--- src/rtl/tmds_link_generator.sv ---
// rtl/tmds_link_generator.sv - parallel TMDS symbol generator with optional HDMI preamble/guard-band insertion
module tmds_link_generator #(
    parameter int CHANNELS = 3,
    parameter int HDMI_GB  = 0
) (
    input  logic                   i_clk,
    input  logic                   i_rst,
    input  logic                   i_de,
    input  logic [8*CHANNELS-1:0]  i_data,
    input  logic [2*CHANNELS-1:0]  i_ctrl,
    output logic                   o_de,
    output logic [10*CHANNELS-1:0] o_tmds,
    output logic [9:0]             o_tmds_clk
);

    localparam logic [9:0] CTL_00 = 10'b1101010100;
    localparam logic [9:0] CTL_01 = 10'b0010101011;
    localparam logic [9:0] CTL_10 = 10'b0101010100;
    localparam logic [9:0] CTL_11 = 10'b1010101011;
    localparam logic [9:0] GB_02  = 10'b1011001100;
    localparam logic [9:0] GB_1   = 10'b0100110011;

    logic                  dl_de;
    logic [8*CHANNELS-1:0] dl_data;
    logic [2*CHANNELS-1:0] dl_ctrl;
    logic                  near_guard;
    logic                  near_pre;

    generate
        if (HDMI_GB != 0) begin : g_delay
            logic [9:0]            de_q, de_d;
            logic [8*CHANNELS-1:0] data_q [10];
            logic [8*CHANNELS-1:0] data_d [10];
            logic [2*CHANNELS-1:0] ctrl_q [10];
            logic [2*CHANNELS-1:0] ctrl_d [10];
            // ahead[j-1] is the de of the sample j cycles after the one leaving the line
            logic [9:0]            ahead;

            always_comb begin
                de_d      = {de_q[8:0], i_de};
                data_d[0] = i_data;
                ctrl_d[0] = i_ctrl;
                for (int k = 1; k < 10; k++) begin
                    data_d[k] = data_q[k-1];
                    ctrl_d[k] = ctrl_q[k-1];
                end
                ahead = '0;
                for (int j = 1; j < 10; j++) begin
                    ahead[j-1] = de_q[9-j];
                end
                ahead[9] = i_de;
            end

            always_ff @(posedge i_clk) begin
                if (i_rst) begin
                    de_q <= '0;
                    for (int k = 0; k < 10; k++) begin
                        data_q[k] <= '0;
                        ctrl_q[k] <= '0;
                    end
                end else begin
                    de_q   <= de_d;
                    data_q <= data_d;
                    ctrl_q <= ctrl_d;
                end
            end

            assign dl_de      = de_q[9];
            assign dl_data    = data_q[9];
            assign dl_ctrl    = ctrl_q[9];
            assign near_guard = |ahead[1:0];
            assign near_pre   = ~near_guard & (|ahead[9:2]);
        end else begin : g_direct
            assign dl_de      = i_de;
            assign dl_data    = i_data;
            assign dl_ctrl    = i_ctrl;
            assign near_guard = 1'b0;
            assign near_pre   = 1'b0;
        end
    endgenerate

    function automatic logic [8:0] minimise(input logic [7:0] d);
        logic [3:0] ones;
        logic       use_xnor;
        logic [8:0] q;
        ones     = 4'($countones(d));
        use_xnor = (ones > 4'd4) || ((ones == 4'd4) && !d[0]);
        q        = '0;
        q[0]     = d[0];
        for (int i = 1; i < 8; i++) begin
            q[i] = use_xnor ? ~(q[i-1] ^ d[i]) : (q[i-1] ^ d[i]);
        end
        q[8] = ~use_xnor;
        return q;
    endfunction

    // Returns {next_cnt, symbol}; 5-bit wraparound is exact while |cnt| stays within 8.
    function automatic logic [14:0] balance(input logic [8:0] qm, input logic signed [4:0] cnt);
        logic [3:0]        n1;
        logic signed [4:0] diff;
        logic signed [4:0] two_q8;
        logic signed [4:0] nxt;
        logic [9:0]        sym;
        n1     = 4'($countones(qm[7:0]));
        diff   = $signed({n1, 1'b0} - 5'd8);
        two_q8 = qm[8] ? 5'sd2 : 5'sd0;
        if ((cnt == 5'sd0) || (n1 == 4'd4)) begin
            sym = {~qm[8], qm[8], qm[8] ? qm[7:0] : ~qm[7:0]};
            nxt = qm[8] ? (cnt + diff) : (cnt - diff);
        end else if (((cnt > 5'sd0) && (n1 > 4'd4)) || ((cnt < 5'sd0) && (n1 < 4'd4))) begin
            sym = {1'b1, qm[8], ~qm[7:0]};
            nxt = cnt + two_q8 - diff;
        end else begin
            sym = {1'b0, qm[8], qm[7:0]};
            nxt = cnt - (5'sd2 - two_q8) + diff;
        end
        return {nxt, sym};
    endfunction

    function automatic logic [9:0] ctrl_symbol(input logic [1:0] c);
        case (c)
            2'b00:   return CTL_00;
            2'b01:   return CTL_01;
            2'b10:   return CTL_10;
            default: return CTL_11;
        endcase
    endfunction

    logic                       s1_de_q, s1_de_d;
    logic                       s1_guard_q, s1_guard_d;
    logic [CHANNELS-1:0][8:0]   s1_qm_q, s1_qm_d;
    logic [CHANNELS-1:0][1:0]   s1_ctrl_q, s1_ctrl_d;

    // Preamble rewrites the control code of roles 1 and 2; role 0 keeps sync.
    always_comb begin
        s1_de_d    = dl_de;
        s1_guard_d = ~dl_de & near_guard;
        s1_qm_d    = '0;
        s1_ctrl_d  = '0;
        for (int n = 0; n < CHANNELS; n++) begin
            s1_qm_d[n]   = minimise(dl_data[8*n +: 8]);
            s1_ctrl_d[n] = dl_ctrl[2*n +: 2];
            if (!dl_de && near_pre) begin
                if ((n % 3) == 1) begin
                    s1_ctrl_d[n] = 2'b01;
                end else if ((n % 3) == 2) begin
                    s1_ctrl_d[n] = 2'b00;
                end
            end
        end
    end

    logic                   de_q, de_d;
    logic [10*CHANNELS-1:0] tmds_q, tmds_d;
    logic signed [4:0]      cnt_q [CHANNELS];
    logic signed [4:0]      cnt_d [CHANNELS];

    always_comb begin
        de_d   = s1_de_q;
        tmds_d = '0;
        for (int n = 0; n < CHANNELS; n++) begin
            cnt_d[n] = '0;
            if (s1_de_q) begin
                {cnt_d[n], tmds_d[10*n +: 10]} = balance(s1_qm_q[n], cnt_q[n]);
            end else if (s1_guard_q) begin
                tmds_d[10*n +: 10] = ((n % 3) == 1) ? GB_1 : GB_02;
            end else begin
                tmds_d[10*n +: 10] = ctrl_symbol(s1_ctrl_q[n]);
            end
        end
    end

    always_ff @(posedge i_clk) begin
        if (i_rst) begin
            s1_de_q    <= 1'b0;
            s1_guard_q <= 1'b0;
            s1_qm_q    <= '0;
            s1_ctrl_q  <= '0;
            de_q       <= 1'b0;
            tmds_q     <= {CHANNELS{CTL_00}};
            for (int n = 0; n < CHANNELS; n++) begin
                cnt_q[n] <= '0;
            end
        end else begin
            s1_de_q    <= s1_de_d;
            s1_guard_q <= s1_guard_d;
            s1_qm_q    <= s1_qm_d;
            s1_ctrl_q  <= s1_ctrl_d;
            de_q       <= de_d;
            tmds_q     <= tmds_d;
            cnt_q      <= cnt_d;
        end
    end

    assign o_de       = de_q;
    assign o_tmds     = tmds_q;
    assign o_tmds_clk = 10'b0000011111;

endmodule
--- config.mk ---
export PLATFORM = sky130hd
export DESIGN_NAME = tmds_link_generator
export DESIGN_NICKNAME = d
export VERILOG_FILES = /design/src/rtl/tmds_link_generator.sv
export SDC_FILE = /design/constraint.sdc
export NUM_CORES = 1
export LEC_CHECK = 0
export CAP_MARGIN = 20
export CORE_MARGIN = 5
export CORE_UTILIZATION = 45
export CTS_CLUSTER_DIAMETER = 150
export CTS_CLUSTER_SIZE = 40
export DETAILED_ROUTE_END_ITERATION = 8
export GPL_TIMING_DRIVEN = 0
export PLACE_DENSITY = 0.69
export SLEW_MARGIN = 20
export SYNTH_ARGS = -nofsm -noshare
export SYNTH_HDL_FRONTEND = slang
export SYNTH_SLANG_ARGS = --single-unit
export TNS_END_PERCENT = 50
--- constraint.sdc ---
create_clock -name i_clk -period 4.3 [get_ports i_clk]
set_clock_uncertainty 0.2 [all_clocks]
set_input_delay 0.43 -clock i_clk [delete_from_list [all_inputs] [get_ports i_clk]]
set_output_delay 0.43 -clock i_clk [all_outputs]
set_load 0.02 [all_outputs]
==> summary.md, run 1 <==
| Metric | Value |
|---|---|
| # nets final | `873` |
| Clk buf depth | `2` |
| Endpoints failing setup | `9` |
| CTS Hold Bufs | `0` |
| Unique cell type count in the Yosys netlist | `52` |
| Worst-Skew Late Latency | `0.33 ns` |
| Max-cap viol count | `0` |
| Avg Cell Area, Syn | `9.78 sq um` |
| Setup_tns | `-0.779 ns` |
| Fmax | `0.221 GHz` |
| WHS Endpoint | `o_tmds[0]$_SDFF_PP0_` |
| All-layer global routing usage | `16.1%` |
| Vias | `4322` |
| Critical R2R Launch | `s1_qm_q[9]$_SDFF_PP0_` |
| Boundary Pins | `74` |
| Sink Count | `77` |
| CTS tree | `done` |
| Crit path kind | `reg -> reg` |
| IO buf count | `63` |
| CP Data Arrival Time | `4.51 ns` |
| Initial core utilization | `45.8%` |
| Gpl congestion | `0.805` |
| Detailed-route vias per instance | `4.77` |
| Num CTS Buffers | `9` |
| Layout cells sized above 1 | `21.2%` |
| Vias in the first global route | `4541` |
| Max-slew violation count | `0` |
| Post-Syn Area | `6060 sq um` |
| Dpl cells | `867` |
| Fin. Hold Viols | `0` |
| Relative slew margins | `56.1%` |
| Post-synthesis sequential area ratio | `25.4%` |
| Yosys top cell area share | `25.4%` |
| Grt ovf | `0` |
| Antenna violations before repair | `0` |
| Final Cycle Share | `105%` |
| DRT Pass-1 Iters | `4` |
| Antenna diode count | `0` |
| Top_reg_cell synth | `dfxtp_1` |
| CP endpoint kind | `flop` |
| Slew at the pin closest to its max-slew limit | `0.653 ns` |
| Pin count of the biggest net entering global routing | `14` |
| Pre-CTS WS | `-0.518 ns` |
| Die ar. | `15900 sq um` |
| RSZ-0062 raised after global routing | `yes` |
| EDFF count, synth | `0` |
| DR WL/cell | `14.2 um` |
| Status | `finished, violations left` |
| Initial DRC Count | `179` |
| Critical path fanouts, max | `3` |
| Setup ws final | `-0.222 ns` |
| Hold path depth | `2` |
| Commonest non-fill, non-tap cell in the layout | `inv_1` |
| Global-route wire length before repair | `21.3 mm` |
| Cell taking the most area after synthesis | `dfxtp_1` |
| Failing checks | `negative setup slack` |
| Reg2reg end | `cnt_q[9]$_SDFF_PP0_` |
| Die width | `126 um` |
| # H-tree levels | `3` |
| Hold path start | `s1_qm_q[0]$_SDFF_PP0_` |
| ANT nets after route | `0` |
| Leading post-synthesis cells by cell area | `dfxtp_1 (25%), ha_1 (15%), fa_1 (13%)` |
| Wirelength, routed | `12.9 mm` |
| Reg clk slew, reported paths | `0.06 ns` |
| Post-DP HPWL | `9.96 mm` |
| R2R setup slack | `-0.22 ns` |
| Worst hold path type | `reg -> reg` |
| Core area | `13200 sq um` |
| Final Non-Filler Cells | `907` |
| FP Rows | `42` |
| Flop and latch count out of synthesis | `77` |
| Most frequent cells in the layout | `inv_1 (101), dfxtp_1 (70), clkdlybuf4s50_1 (63)` |
| Die Span Y | `126 um` |
| YS warnings | `0` |
| Worst EP required | `4.29 ns` |
| Setup crit start kind | `flop` |
| Final Critical Period | `4.52 ns` |
| FFs w/ async S/R, synth | `0%` |
| Post-Syn Instances | `620` |
| DRC | `0` |
| Synthesis-to-finish area growth | `31.1%` |
| Root buf cell | `clkbuf_16` |
| R2R depth | `16` |
[layer usage]
| layer | global-route usage, % | vias up | wire, um |
|---|---|---|---|
| met5 | 0 | - | 0 |
| met4 | 5.17 | 0 | 311 |
| met3 | 2.24 | 28 | 311 |
| met2 | 29.1 | 68 | 6690 |
| met1 | 19.8 | 2059 | 5550 |
| li1 | - | 2167 | - |
[worst max path at each step]
stage	slack [ns]	start	to
after floorplan	-0.16	s1_qm_q[3]$_SDFF_PP0_	cnt_q[14]$_SDFF_PP0_
after global placement	-0.49	i_data[0]	s1_qm_q[7]$_SDFF_PP0_
after detailed placement	-0.52	i_data[0]	s1_qm_q[7]$_SDFF_PP0_
after CTS	-0.27	s1_qm_q[12]$_SDFF_PP0_	cnt_q[9]$_SDFF_PP0_
after global routing	-0.37	s1_qm_q[9]$_SDFF_PP0_	cnt_q[9]$_SDFF_PP0_
final	-0.22	s1_qm_q[9]$_SDFF_PP0_	cnt_q[9]$_SDFF_PP0_
[cell type report]
class / count / area (sq um)
Buffer: 24 / 145
Sequential cell: 77 / 1550
Fill cell: 1099 / 5300
Tap cell: 176 / 220
Inverter: 111 / 429
Clock buffer: 11 / 233
Timing Repair Buffer: 87 / 837
Multi-Input combinational cell: 416 / 4450
Clock inverter: 5 / 82.6
[through the flow]
stage / instance area, sq um / utilization (%) / hold slack [ns]
after floorplan: 6210 / - / 0.329
after global placement: 7060 / 53.3 / 0.356
after detailed placement: 7060 / 53.3 / 0.359
after CTS: 7650 / 57.7 / 0.371
after global routing: 7950 / 60.0 / 0.405
final: 7950 / 60.0 / 0.368
[Yosys cell counts (2+ instances only)]
library cell / count
a21o_1: 20
nor3b_1: 6
nand2_1: 8
clkbuf_1: 9
mux2i_1: 12
o31a_1: 2
buf_4: 10
or2_2: 9
o21a_4: 2
xnor2_2: 3
nor2_1: 31
conb_1: 2
nand3_1: 4
a21oi_1: 43
a32oi_1: 2
o21a_1: 2
inv_1: 111
o21bai_1: 3
mux2_2: 3
o21ai_0: 15
or3_4: 2
fa_1: 39
xnor3_1: 7
xor2_1: 35
a31oi_1: 4
xnor2_1: 39
buf_6: 2
nor3_1: 7
ha_1: 75
dfxtp_1: 77
o32a_1: 2
a221oi_1: 2
nor2b_1: 13
[flip-flops by register name, indices dropped and copies added (netlist names)]
signal     cells
cnt_q         12
de_d           1
o_de           1
o_tmds        30
s1_ctrl_q      6
s1_qm_q       27
[repair_timing]
action / 4_1_cts / 5_1_grt
buffers inserted: 16 / 9
setup endpoints to repair: 40 / 39
pin swaps: 28 / 33
cloned: 1 / 0
resized for setup: 36 / 53
[cells by family (layout without fill, tap and decap cells)]
logic type | count (synthesis) | in the layout | share of synthesized area [%]
buffers and inverters | 135 | 238 | 9.27
adders and majority gates | 114 | 114 | 28.4
AOI/OAI and AO/OA | 103 | 103 | 11.3
xor gates and xnor gates | 87 | 87 | 15.4
and+or+nand+nor | 87 | 87 | 7.60
DFF | 77 | 77 | 25.4
muxes | 15 | 15 | 2.54
other | 2 | 10 | 0.124
[critical path: stages (launching register included)]
cell,delay [ns]
dfxtp_2,0.33
fa_1,0.54
inv_1,0.05
fa_1,0.46
fa_1,0.51
inv_2,0.05
ha_4,0.16
fa_2,0.58
inv_4,0.06
ha_4,0.20
mux2_4,0.30
ha_4,0.21
a21o_1,0.18
a21oi_2,0.13
xnor3_1,0.23
o21ai_2,0.14
a31oi_1,0.05
Power of run 1 is left out: the tool's default activity adds up to more than one toggle a clock period on the data nets, which glitch-free logic cannot reach.
==> run 2: changes to the inputs <==
--- a/config.mk
+++ b/config.mk
@@ -6,13 +6,14 @@
 export NUM_CORES = 1
 export LEC_CHECK = 0
 export CAP_MARGIN = 20
+export CORE_ASPECT_RATIO = 1.2
 export CORE_MARGIN = 5
 export CORE_UTILIZATION = 45
 export CTS_CLUSTER_DIAMETER = 150
-export CTS_CLUSTER_SIZE = 40
 export DETAILED_ROUTE_END_ITERATION = 8
 export GPL_TIMING_DRIVEN = 0
 export PLACE_DENSITY = 0.69
+export RECOVER_POWER = 50
 export SLEW_MARGIN = 20
 export SYNTH_ARGS = -nofsm -noshare
 export SYNTH_HDL_FRONTEND = slang
==> run 2 against run 1 <==
Effect of this change: the run still ends with negative setup slack left; critical path type unchanged; largest cell class unchanged; count of clock-buffer cells in the layout did not move; routed wire length fell by 1.3%; critical endpoint is now cnt_q[4]$_SDFF_PP0_; fmax rose by 0.37%; non-clock buffer count rose by 7; final cell count fell by 0.11%.
==> summary.md, run 2 (synthesis gave the netlist of run 1 again) <==
| Metric | Value |
|---|---|
| Die width | `116 um (was 126 um)` |
| Critical path fanouts, max | `4 (was 3)` |
| Clk buf depth | `2 (unchanged)` |
| RSZ-0062 raised after global routing | `yes (unchanged)` |
| Cell area after placement | `7050 sq um (was 7060 sq um)` |
| # nets final | `880 (was 873)` |
| Status | `finished, violations left (unchanged)` |
| Flip-flop count of the largest register after layout | `30 (unchanged)` |
| Core area | `13200 sq um (about the same)` |
| Final Cycle Share | `105% (about the same)` |
| Pre-CTS WS | `-0.526 ns (was -0.518 ns)` |
| Hold_ws | `0.352 ns (was 0.368 ns)` |
| IO buf count | `63 (unchanged)` |
| Max-cap viol count | `0 (unchanged)` |
| All-layer global routing usage | `16.6% (was 16.1%)` |
| CP Data Arrival Time | `4.53 ns (was 4.51 ns)` |
| Initial core utilization | `45.8% (about the same)` |
| DRC | `0 (unchanged)` |
| Boundary Pins | `74 (unchanged)` |
| Reg2reg end | `cnt_q[4]$_SDFF_PP0_ (was cnt_q[9]$_SDFF_PP0_)` |
| Num CTS Buffers | `9 (unchanged)` |
| Worst EP required | `4.33 ns (was 4.29 ns)` |
| Die ar. | `15900 sq um (about the same)` |
| Layout cells sized above 1 | `20.2% (was 21.2%)` |
| CTS tree | `done (unchanged)` |
| Initial DRC Count | `131 (was 179)` |
| Endpoints failing setup | `5 (was 9)` |
| Root buf cell | `clkbuf_16 (unchanged)` |
| Detailed-route vias per instance | `4.82 (was 4.77)` |
| Setup crit start kind | `flop (unchanged)` |
| WHS Endpoint | `o_tmds[0]$_SDFF_PP0_ (unchanged)` |
| Wirelength, routed | `12.7 mm (was 12.9 mm)` |
| Fmax | `0.222 GHz (was 0.221 GHz)` |
| Pin count of the biggest net entering global routing | `14 (unchanged)` |
| Hold path start | `s1_qm_q[0]$_SDFF_PP0_ (unchanged)` |
| ANT nets after route | `0 (unchanged)` |
| Synthesis-to-finish area growth | `29.6% (was 31.1%)` |
| Commonest non-fill, non-tap cell in the layout | `inv_1 (unchanged)` |
| Die Span Y | `137 um (was 126 um)` |
| R2R setup slack | `-0.21 ns (was -0.22 ns)` |
| CP startpoint | `s1_qm_q[21]$_SDFF_PP0_ (was s1_qm_q[9]$_SDFF_PP0_)` |
| Fin. Hold Viols | `0 (unchanged)` |
| CTS Hold Bufs | `0 (unchanged)` |
| FP Rows | `46 (was 42)` |
| DRT Pass-1 Iters | `4 (unchanged)` |
| Util after Layout | `59.4% (was 60.0%)` |
| Most frequent cells in the layout | `inv_1 (100), dfxtp_1 (71), ha_1 (61) (was inv_1 (101), dfxtp_1 (70), clkdlybuf4s50_1 (63))` |
| Grt ovf | `0 (unchanged)` |
| Vias | `4366 (was 4322)` |
| Antenna violations before repair | `0 (unchanged)` |
| Post-DP HPWL | `9.83 mm (was 9.96 mm)` |
| Vias in the first global route | `4540 (was 4541)` |
| Gpl congestion | `0.813 (was 0.805)` |
| Reg clk slew, reported paths | `0.06 ns (about the same)` |
| Setup ws final | `-0.206 ns (was -0.222 ns)` |
| DR WL/cell | `14.0 um (was 14.2 um)` |
| Crit path kind | `reg -> reg (unchanged)` |
| Worst-Skew Late Latency | `0.34 ns (was 0.33 ns)` |
| Failing checks | `negative setup slack (unchanged)` |
| Final Critical Period | `4.51 ns (was 4.52 ns)` |
| CP endpoint kind | `flop (unchanged)` |
| Worst hold path type | `reg -> reg (unchanged)` |
| Sink Count | `77 (unchanged)` |
| R2R depth | `16 (unchanged)` |
| Global-route wire length before repair | `21.1 mm (was 21.3 mm)` |
| Max-slew violation count | `0 (unchanged)` |
| Relative slew margins | `61.3% (was 56.1%)` |
| Antenna diode count | `0 (unchanged)` |
| Slew at the pin closest to its max-slew limit | `0.575 ns (was 0.653 ns)` |
| Finished Cell Area | `7860 sq um (was 7950 sq um)` |
| Hold path depth | `2 (unchanged)` |
| # H-tree levels | `3 (unchanged)` |
| Critical R2R Launch | `s1_qm_q[21]$_SDFF_PP0_ (was s1_qm_q[9]$_SDFF_PP0_)` |
run 2: changes by cell type in the layout (fill, tap and decap cells not counted), sizes merged:
| cell | delta |
|---|---|
| clkdlybuf4s50 | -28 |
| bufinv | -1 |
| clkinvlp | +1 |
| dlygate4sd3 | +28 |
| buf | +7 |
run 2: layer usage:
metal	up-vias	GRT usage (%)	share of wire [%]
li1	2189	-	-
met1	2087	20.0	41
met2	70	29.8	54
met3	20	2.48	3.3
met4	0	5.74	1.9
met5	-	0	0
run 2: worst max path at each step:
stage / endpoint / slack (ns) / cells past startpoint
after CTS: cnt_q[9]$_SDFF_PP0_ / -0.23 / 16
after detailed placement: s1_qm_q[7]$_SDFF_PP0_ / -0.53 / 13
after global routing: cnt_q[9]$_SDFF_PP0_ / -0.38 / 16
final: cnt_q[4]$_SDFF_PP0_ / -0.21 / 16
after global placement: s1_qm_q[7]$_SDFF_PP0_ / -0.51 / 13
after floorplan: cnt_q[14]$_SDFF_PP0_ / -0.16 / 16
run 2: what timing repair did:
action                     in CTS  in global routing
pin swaps                      20                 30
gates resized for setup        28                 39
cloned                          0                  1
setup buffers                  14                 17
setup endpoints to repair      40                 37
run 2: layout make-up:
| type | instances | area, sq um |
|---|---|---|
| sequential | 77 | 1550 |
| timing repair buffer | 94 | 892 |
| clock buffer | 11 | 233 |
| tap | 168 | 210 |
| multi-input combinational | 416 | 4350 |
| fill | 1126 | 5380 |
| buffer | 24 | 145 |
| inverter | 111 | 424 |
| clock inverter | 5 | 60.1 |
run 2: per-stage QoR:
step / instances / TNS, ns
after CTS: 889 / -0.841
after floorplan: 628 / -0.645
final: 906 / -0.867
after detailed placement: 859 / -12.33
after global placement: 859 / -9.37
after global routing: 906 / -2.94
run 2: critical path, stage by stage, from the launching register on:
cell and delay (ns):
dfxtp_2 0.32, fa_1 0.52, inv_1 0.05, fa_1 0.45, fa_1 0.49, inv_1 0.04, ha_2 0.17, fa_2 0.56
inv_4 0.06, ha_4 0.20, mux2_4 0.29, ha_4 0.21, a21o_1 0.19, a21oi_2 0.14, xnor3_1 0.21, o21a_1 0.19
o31a_1 0.10
Power of run 2 is left out for the same reason.
